File: src/rtl/decode_execute_reg.sv
// rtl/decode_execute_reg.sv - ID/EX pipeline register with load-use hazard detection
//
// Purpose: registers the decode-stage control word, operands and register
// indices for the execute stage, resolves the destination register index,
// and flags load-use hazards against the instruction currently in decode.
//
// Ports:
//   clk, rst              clock, asynchronous active-high reset
//   stall, flush          hold / bubble controls (flush wins)
//   id_*                  decode-stage control, operands, register fields
//   ex_*                  registered copies of id_* for execute
//   ex_write_reg          resolved destination index
//   ex_valid              1 = real instruction, 0 = bubble
//   load_use_hazard       combinational; IF/ID must hold while set
module decode_execute_reg #(
    parameter int DATA_W   = 32,
    parameter int REG_W    = 5,
    parameter int LINK_REG = 31
) (
    input  logic              clk,
    input  logic              rst,
    input  logic              stall,
    input  logic              flush,
    input  logic              id_reg_write,
    input  logic              id_mem_to_reg,
    input  logic              id_mem_write,
    input  logic [2:0]        id_alu_op,
    input  logic              id_alu_src,
    input  logic              id_reg_dest,
    input  logic              id_branch,
    input  logic              id_jump,
    input  logic              id_jump_reg,
    input  logic              id_jump_link,
    input  logic [DATA_W-1:0] id_rd1,
    input  logic [DATA_W-1:0] id_rd2,
    input  logic [DATA_W-1:0] id_imm,
    input  logic [DATA_W-1:0] id_pc_plus4,
    input  logic [REG_W-1:0]  id_rs,
    input  logic [REG_W-1:0]  id_rt,
    input  logic [REG_W-1:0]  id_rd,
    input  logic [4:0]        id_shamt,
    output logic              ex_reg_write,
    output logic              ex_mem_to_reg,
    output logic              ex_mem_write,
    output logic [2:0]        ex_alu_op,
    output logic              ex_alu_src,
    output logic              ex_reg_dest,
    output logic              ex_branch,
    output logic              ex_jump,
    output logic              ex_jump_reg,
    output logic              ex_jump_link,
    output logic [DATA_W-1:0] ex_rd1,
    output logic [DATA_W-1:0] ex_rd2,
    output logic [DATA_W-1:0] ex_imm,
    output logic [DATA_W-1:0] ex_pc_plus4,
    output logic [REG_W-1:0]  ex_rs,
    output logic [REG_W-1:0]  ex_rt,
    output logic [REG_W-1:0]  ex_rd,
    output logic [4:0]        ex_shamt,
    output logic [REG_W-1:0]  ex_write_reg,
    output logic              ex_valid,
    output logic              load_use_hazard
);

    localparam logic [REG_W-1:0] LINK_IDX = REG_W'(LINK_REG);

    typedef struct packed {
        logic              reg_write;
        logic              mem_to_reg;
        logic              mem_write;
        logic [2:0]        alu_op;
        logic              alu_src;
        logic              reg_dest;
        logic              branch;
        logic              jump;
        logic              jump_reg;
        logic              jump_link;
        logic [DATA_W-1:0] rd1;
        logic [DATA_W-1:0] rd2;
        logic [DATA_W-1:0] imm;
        logic [DATA_W-1:0] pc_plus4;
        logic [REG_W-1:0]  rs;
        logic [REG_W-1:0]  rt;
        logic [REG_W-1:0]  rd;
        logic [4:0]        shamt;
        logic [REG_W-1:0]  write_reg;
        logic              valid;
    } ex_t;

    ex_t ex_q;
    ex_t ex_d;

    // A load in EX whose destination matches either decode source field.
    // rt is compared even for instructions that do not read it: a spare
    // bubble is cheaper than decoding which fields are really sources.
    // Register 0 is hardwired, so it can never carry a dependency.
    assign load_use_hazard = ex_q.valid & ex_q.mem_to_reg
                           & (ex_q.write_reg != '0)
                           & ((ex_q.write_reg == id_rs) | (ex_q.write_reg == id_rt));

    always_comb begin
        ex_d = ex_q;
        if (flush) begin
            ex_d = '0;
        end else if (stall) begin
            ex_d = ex_q;
        end else if (load_use_hazard) begin
            // The bubble is all-zero, so no write/branch/jump leaks downstream.
            // ex_valid drops, which clears the hazard and lets the held decode
            // instruction be captured on the following edge.
            ex_d = '0;
        end else begin
            ex_d.reg_write  = id_reg_write;
            ex_d.mem_to_reg = id_mem_to_reg;
            ex_d.mem_write  = id_mem_write;
            ex_d.alu_op     = id_alu_op;
            ex_d.alu_src    = id_alu_src;
            ex_d.reg_dest   = id_reg_dest;
            ex_d.branch     = id_branch;
            ex_d.jump       = id_jump;
            ex_d.jump_reg   = id_jump_reg;
            ex_d.jump_link  = id_jump_link;
            ex_d.rd1        = id_rd1;
            ex_d.rd2        = id_rd2;
            ex_d.imm        = id_imm;
            ex_d.pc_plus4   = id_pc_plus4;
            ex_d.rs         = id_rs;
            ex_d.rt         = id_rt;
            ex_d.rd         = id_rd;
            ex_d.shamt      = id_shamt;
            ex_d.write_reg  = id_jump_link ? LINK_IDX : (id_reg_dest ? id_rd : id_rt);
            ex_d.valid      = 1'b1;
        end
    end

    always_ff @(posedge clk or posedge rst) begin
        if (rst) begin
            ex_q <= '0;
        end else begin
            ex_q <= ex_d;
        end
    end

    assign ex_reg_write  = ex_q.reg_write;
    assign ex_mem_to_reg = ex_q.mem_to_reg;
    assign ex_mem_write  = ex_q.mem_write;
    assign ex_alu_op     = ex_q.alu_op;
    assign ex_alu_src    = ex_q.alu_src;
    assign ex_reg_dest   = ex_q.reg_dest;
    assign ex_branch     = ex_q.branch;
    assign ex_jump       = ex_q.jump;
    assign ex_jump_reg   = ex_q.jump_reg;
    assign ex_jump_link  = ex_q.jump_link;
    assign ex_rd1        = ex_q.rd1;
    assign ex_rd2        = ex_q.rd2;
    assign ex_imm        = ex_q.imm;
    assign ex_pc_plus4   = ex_q.pc_plus4;
    assign ex_rs         = ex_q.rs;
    assign ex_rt         = ex_q.rt;
    assign ex_rd         = ex_q.rd;
    assign ex_shamt      = ex_q.shamt;
    assign ex_write_reg  = ex_q.write_reg;
    assign ex_valid      = ex_q.valid;

endmodule
File: config.mk
export PLATFORM = sky130hd
export DESIGN_NAME = decode_execute_reg
export DESIGN_NICKNAME = d
export VERILOG_FILES = /design/src/rtl/decode_execute_reg.sv
export SDC_FILE = /design/constraint.sdc
export NUM_CORES = 1
export LEC_CHECK = 0
export BUFFER_PORTS_ARGS = -buffer_cell sky130_fd_sc_hd__buf_2
export CAP_MARGIN = 20
export CORE_MARGIN = 2
export CORE_UTILIZATION = 33
export CTS_CLUSTER_SIZE = 8
export DETAILED_ROUTE_END_ITERATION = 8
export PLACE_DENSITY_LB_ADDON = 0.1
export SLEW_MARGIN = 20
export SYNTH_ARGS = -nofsm -noshare
export SYNTH_HDL_FRONTEND = slang
export SYNTH_SLANG_ARGS = --single-unit
export TNS_END_PERCENT = 10
File: constraint.sdc
create_clock -name clk -period 4.8 [get_ports clk]
set_input_delay 0.48 -clock clk [delete_from_list [all_inputs] [get_ports clk]]
set_output_delay 0.48 -clock clk [all_outputs]
set_load 0.03 [all_outputs]
Word-level counts from Yosys, hierarchy flattened
Index checks and enable logic that the tools add are counted.
Storage, ports and cells
  flip-flop bits (word level): 166
  bits of input ports: 164
  output and inout port bits: 167
  logic and storage cells: 33
Cells by class
  equal/unequal tests: 3
  multiplexer cells: 5
  bitwise gates (word level): 4
  reductions and logical operators: 1
Operator list (number)
  two-way mux 166 bit: 3
  equality test 5 bit: 2
  two-way mux 5 bit: 2
  nonzero test 5 bit: 1
  bitwise AND 1 bit: 3
  inequality test 2 x 1 -> 1 bit (second input constant): 1
  OR 1 bit: 1

Logic depth before layout (Yosys ltp)
  depth in word-level cells: 6
  gate-level depth with buffers: 6
  mapped depth without buffers: 4

Worst setup path after synthesis
OpenSTA, ideal clock, no wires.
  path type: flip-flop to output port
  from: register ex_q, in the netlist ex_write_reg[2]
  to: output port load_use_hazard
  arrival time: 1.862 ns
  required time: 4.320 ns
  slack: 2.458 ns
  stages on the path, launching flop included: 6
  path buffers: 1
  cells stage by stage: dfrtp_1 -> xnor2_1 -> nand3_1 -> o22ai_1 -> clkbuf_1 -> nor2b_1
Between the ends
  word-level cells in the longest chain between the ends: 3
  elaborated cells on any way between the ends: 6
  classes of those cells: eq/ne (2); bitwise (3); reduce/logical (1)
Ends and longest elaborated chain
  start: declaration: RTL line 90  | ex_t ex_q;
  start signal: assignment: RTL line 138  | ex_q <= '0;
  start signal: assignment: RTL line 140  | ex_q <= ex_d;
  equality test 5 bit / nonzero test 5 bit (equally long branches): RTL line 99, 98
  OR 1 bit / bitwise AND 1 bit (equally long branches): RTL line 99, 98
  bitwise AND 1 bit *: RTL line 99  | & ((ex_q.write_reg == id_rs) | (ex_q.write_reg == id_rt));
  end: declaration: RTL line 62  | output logic load_use_hazard
Mark *: on every way between the ends. The rest lies on a longest branch, timed or not.

Worst setup path in the final report
  from: register ex_q, in the netlist ex_write_reg[4]
  to: output port load_use_hazard
The elaborated chain is that of the path after synthesis.

==> flow_metrics.env <==
export IMPL_syn_avg_cell_area_um2=9.20
export IMPL_place_congestion=0.715
export IMPL_min_delay_path_depth=3
export IMPL_fp_dieH_um=171
export IMPL_holdWs_ns=0.317
export IMPL_fin_setup_tns_ns=0
export IMPL_cts_tree="yes"
export IMPL_antenna_found_initial=8
export IMPL_slowest_stage="or4_1"
export IMPL_irDropWorstVdd_mv=0.178
export IMPL_hpwlAfterDp_um=18600
export IMPL_syn_area_mm2=0.00917
export IMPL_finalCriticalPeriod_ns=2.82
export IMPL_hold_viol_final=0
export IMPL_synth_edf_count=0
export IMPL_p_leak_nw=5.53
export IMPL_skew_ns=0.0118
export IMPL_cp_max_fo=18
export IMPL_grt_usage_pct=20.2
export IMPL_htreeDepth=4
export IMPL_portBuffers=330
export IMPL_yosysTopAreaCell="dfrtp_1"
export IMPL_grt_pass1_wl_um=47400
export IMPL_regToRegSetupSlack_ns=2.20
export IMPL_cts_resized=0
export IMPL_yosys_top_cells_area="dfrtp_1 (45%), o41ai_1 (15%), nor3_1 (8.7%)"
export IMPL_cts_inserted_buffers=17
export IMPL_max_slew_margin_rel_pct=25.3
export IMPL_start_kind="register"
export IMPL_critPathRequiredTime_ns=4.32
export IMPL_swShare_pct=36.3
export IMPL_ant_nets=0
export IMPL_yosys_cell_count_top_type="dfrtp_1"
export IMPL_drive_gt1_share_pct=30.7
export IMPL_crit_chain="or4_1, o211ai_4, nor2b_1, buf_2"
export IMPL_yosysWarningCount=0
export IMPL_yosys_register_bits=166
export IMPL_status="finished clean"
export IMPL_area_growth_pct=25.6
export IMPL_vias_per_cell=5.61
export IMPL_critPathKind="register to output port"
export IMPL_drt_iter0_markers=773
export IMPL_timing_rr_start="ex_write_reg[4]$_DFFE_PP0P_"
export IMPL_final_cells=1618
export IMPL_p_per_area_mw_per_mm2=356
export IMPL_synth_cell_type_count=24
export IMPL_tightest_slew_ns=1.12
export IMPL_design_final_nets=1388
export IMPL_wl_um=30600
export IMPL_die_w_um=171
export IMPL_clk_latency_ns=0.42
export IMPL_end_kind="output port"
export IMPL_wire_per_inst_um=18.9
export IMPL_clk_pin_slew_ns=0.08
export IMPL_maxCapViolations=0
export IMPL_reg2reg_depth=5
export IMPL_fp_row_count=61
export IMPL_ys_flop_type="dfrtp_1"
export IMPL_cts_root_buffer="clkbuf_16"
export IMPL_syn_num_nets=1161
export IMPL_finalPower_w=0.00410
export IMPL_globalRouteOverflowTotal=0
export IMPL_dieArea_mm2=0.0291
export IMPL_fin_crit_sh_pct=58.7
export IMPL_synthTopCellsByCount="dfrtp_1 (166), inv_1 (161), nor3_1 (159), o41ai_1 (159), clkbuf_1 (105)"
export IMPL_cpPeakStageDelay_ns=0.59
export IMPL_clock_power_share_pct=33.1
export IMPL_synth_cells=997
export IMPL_pwr_share_seq_pct=40.0
export IMPL_arrival_ns=2.34
export IMPL_setup_viol_count_final=0
export IMPL_drc=0
export IMPL_ys_async_sr_fraction_pct=100
export IMPL_ys_seq_area_share_pct=45.3
export IMPL_final_max_slew_viol_count=0
export IMPL_cts_sinks=166
export IMPL_r2r_end="ex_pc_plus4[0]$_DFFE_PP0P_"
export IMPL_max_freq_ghz=0.355
export IMPL_p_switching_w=0.00149
export IMPL_hp_class="primary input to register"
export IMPL_synth_top_area_share_pct=45.3
export IMPL_place_inst=1582
export IMPL_start_util_pct=33.3
export IMPL_num_io_pins=331
export IMPL_grt_start_max_net_pins=211
export IMPL_whs_endpoint="ex_alu_op[2]$_DFFE_PP0P_"
export IMPL_placed_area_mm2=0.0109
export IMPL_ctsLongestPathBuffers=2
export IMPL_final_cell_area_mm2=0.0115
export IMPL_grt_pass1_vias=8247
export IMPL_first_pass_iters=5
export IMPL_hold_path_startpoint="id_alu_op[2]"
export IMPL_core_area_mm2=0.0276
export IMPL_rsz0062_at_grt="no"
export IMPL_p_comb_share_pct=26.9
export IMPL_num_vias=9069
export IMPL_power_internal_w=0.00261
-- cell usage in the layout, fill, tap and decap left out, types with 2 or more instances in the layout --
cell type,instances
o211ai_1,5
buf_12,4
nand3_1,2
inv_1,160
o21ai_0,6
a31oi_1,5
clkinv_4,2
clkbuf_16,17
nor2_1,2
nor3_1,159
a32oi_1,86
buf_8,2
dfrtp_1,166
nand2_1,13
clkinvlp_4,6
buf_4,10
a22oi_1,74
diode_2,4
xnor2_1,10
buf_2,328
and3_1,5
o41ai_1,159
inv_6,4
-- power by group through the flow --
stage | Combinational (W) | Sequential, W | Clock, W
after floorplan | 0.000439 | 0.00196 | 0
after global placement | 0.00110 | 0.00167 | 0
after detailed placement | 0.00111 | 0.00167 | 0
after CTS | 0.00111 | 0.00164 | 0.00140
after global routing | 0.00119 | 0.00166 | 0.00145
final | 0.00110 | 0.00164 | 0.00136
-- layout make-up --
type / count / area, um^2
Antenna cell: 4 / 10.0
Multi-Input combinational cell: 532 / 3860
Tap cell: 378 / 473
Fill cell: 2791 / 16000
Timing Repair Buffer: 345 / 1840
Sequential cell: 166 / 4150
Clock inverter: 12 / 120
Inverter: 162 / 612
Clock buffer: 19 / 443
-- metal layers --
metal	share of wire [%]	vias to the layer above	track usage [%]
li1	-	4304	-
met1	45	4426	28.8
met2	46	304	30.1
met3	7.4	27	5.53
met4	1.5	8	5.50
met5	0.15	-	0
-- critical path: cells and delay by family (launching register included) --
family / cells / cell delay, ns
buffers and inverters: 1 / 0.20
AO/OA/AOI/OAI: 1 / 0.55
flip-flops: 1 / 0.46
AND/OR/NAND/NOR: 2 / 0.70
-- what timing repair did --
action	4_1_cts	5_1_grt
hold buffers	1	0
setup endpoints to repair	0	0
buffers inserted	0	0
endpoints found under the hold margin	4	0
-- worst max path at each step --
stage | to | depth (start not counted) | startpoint
after global placement | ex_pc_plus4[22]$_DFFE_PP0P_ | 5 | ex_write_reg[4]$_DFFE_PP0P_
after floorplan | ex_alu_op[0]$_DFFE_PP0P_ | 1 | rst
after CTS | load_use_hazard | 4 | ex_write_reg[3]$_DFFE_PP0P_
after global routing | load_use_hazard | 6 | ex_write_reg[2]$_DFFE_PP0P_
after detailed placement | ex_pc_plus4[17]$_DFFE_PP0P_ | 5 | ex_write_reg[3]$_DFFE_PP0P_
final | load_use_hazard | 4 | ex_write_reg[4]$_DFFE_PP0P_
-- stage by stage --
step                      worst slack (ns)  utilization [%]
final                                 1.98             41.8
after global routing                  1.80             41.8
after CTS                             1.92             41.8
after detailed placement              2.18             39.7
after global placement                2.19             39.7
after floorplan                       2.21                -
-- logic make-up after synthesis --
group | count (synthesis) | share of synthesized area [%]
AOI/OAI and AO/OA | 338 | 30.9
DFF | 166 | 45.3
buffers and inverters | 299 | 12.9
and+or+nand+nor | 184 | 9.96
xor gates and xnor gates | 10 | 0.955
(Power assumes the default switching activity.)
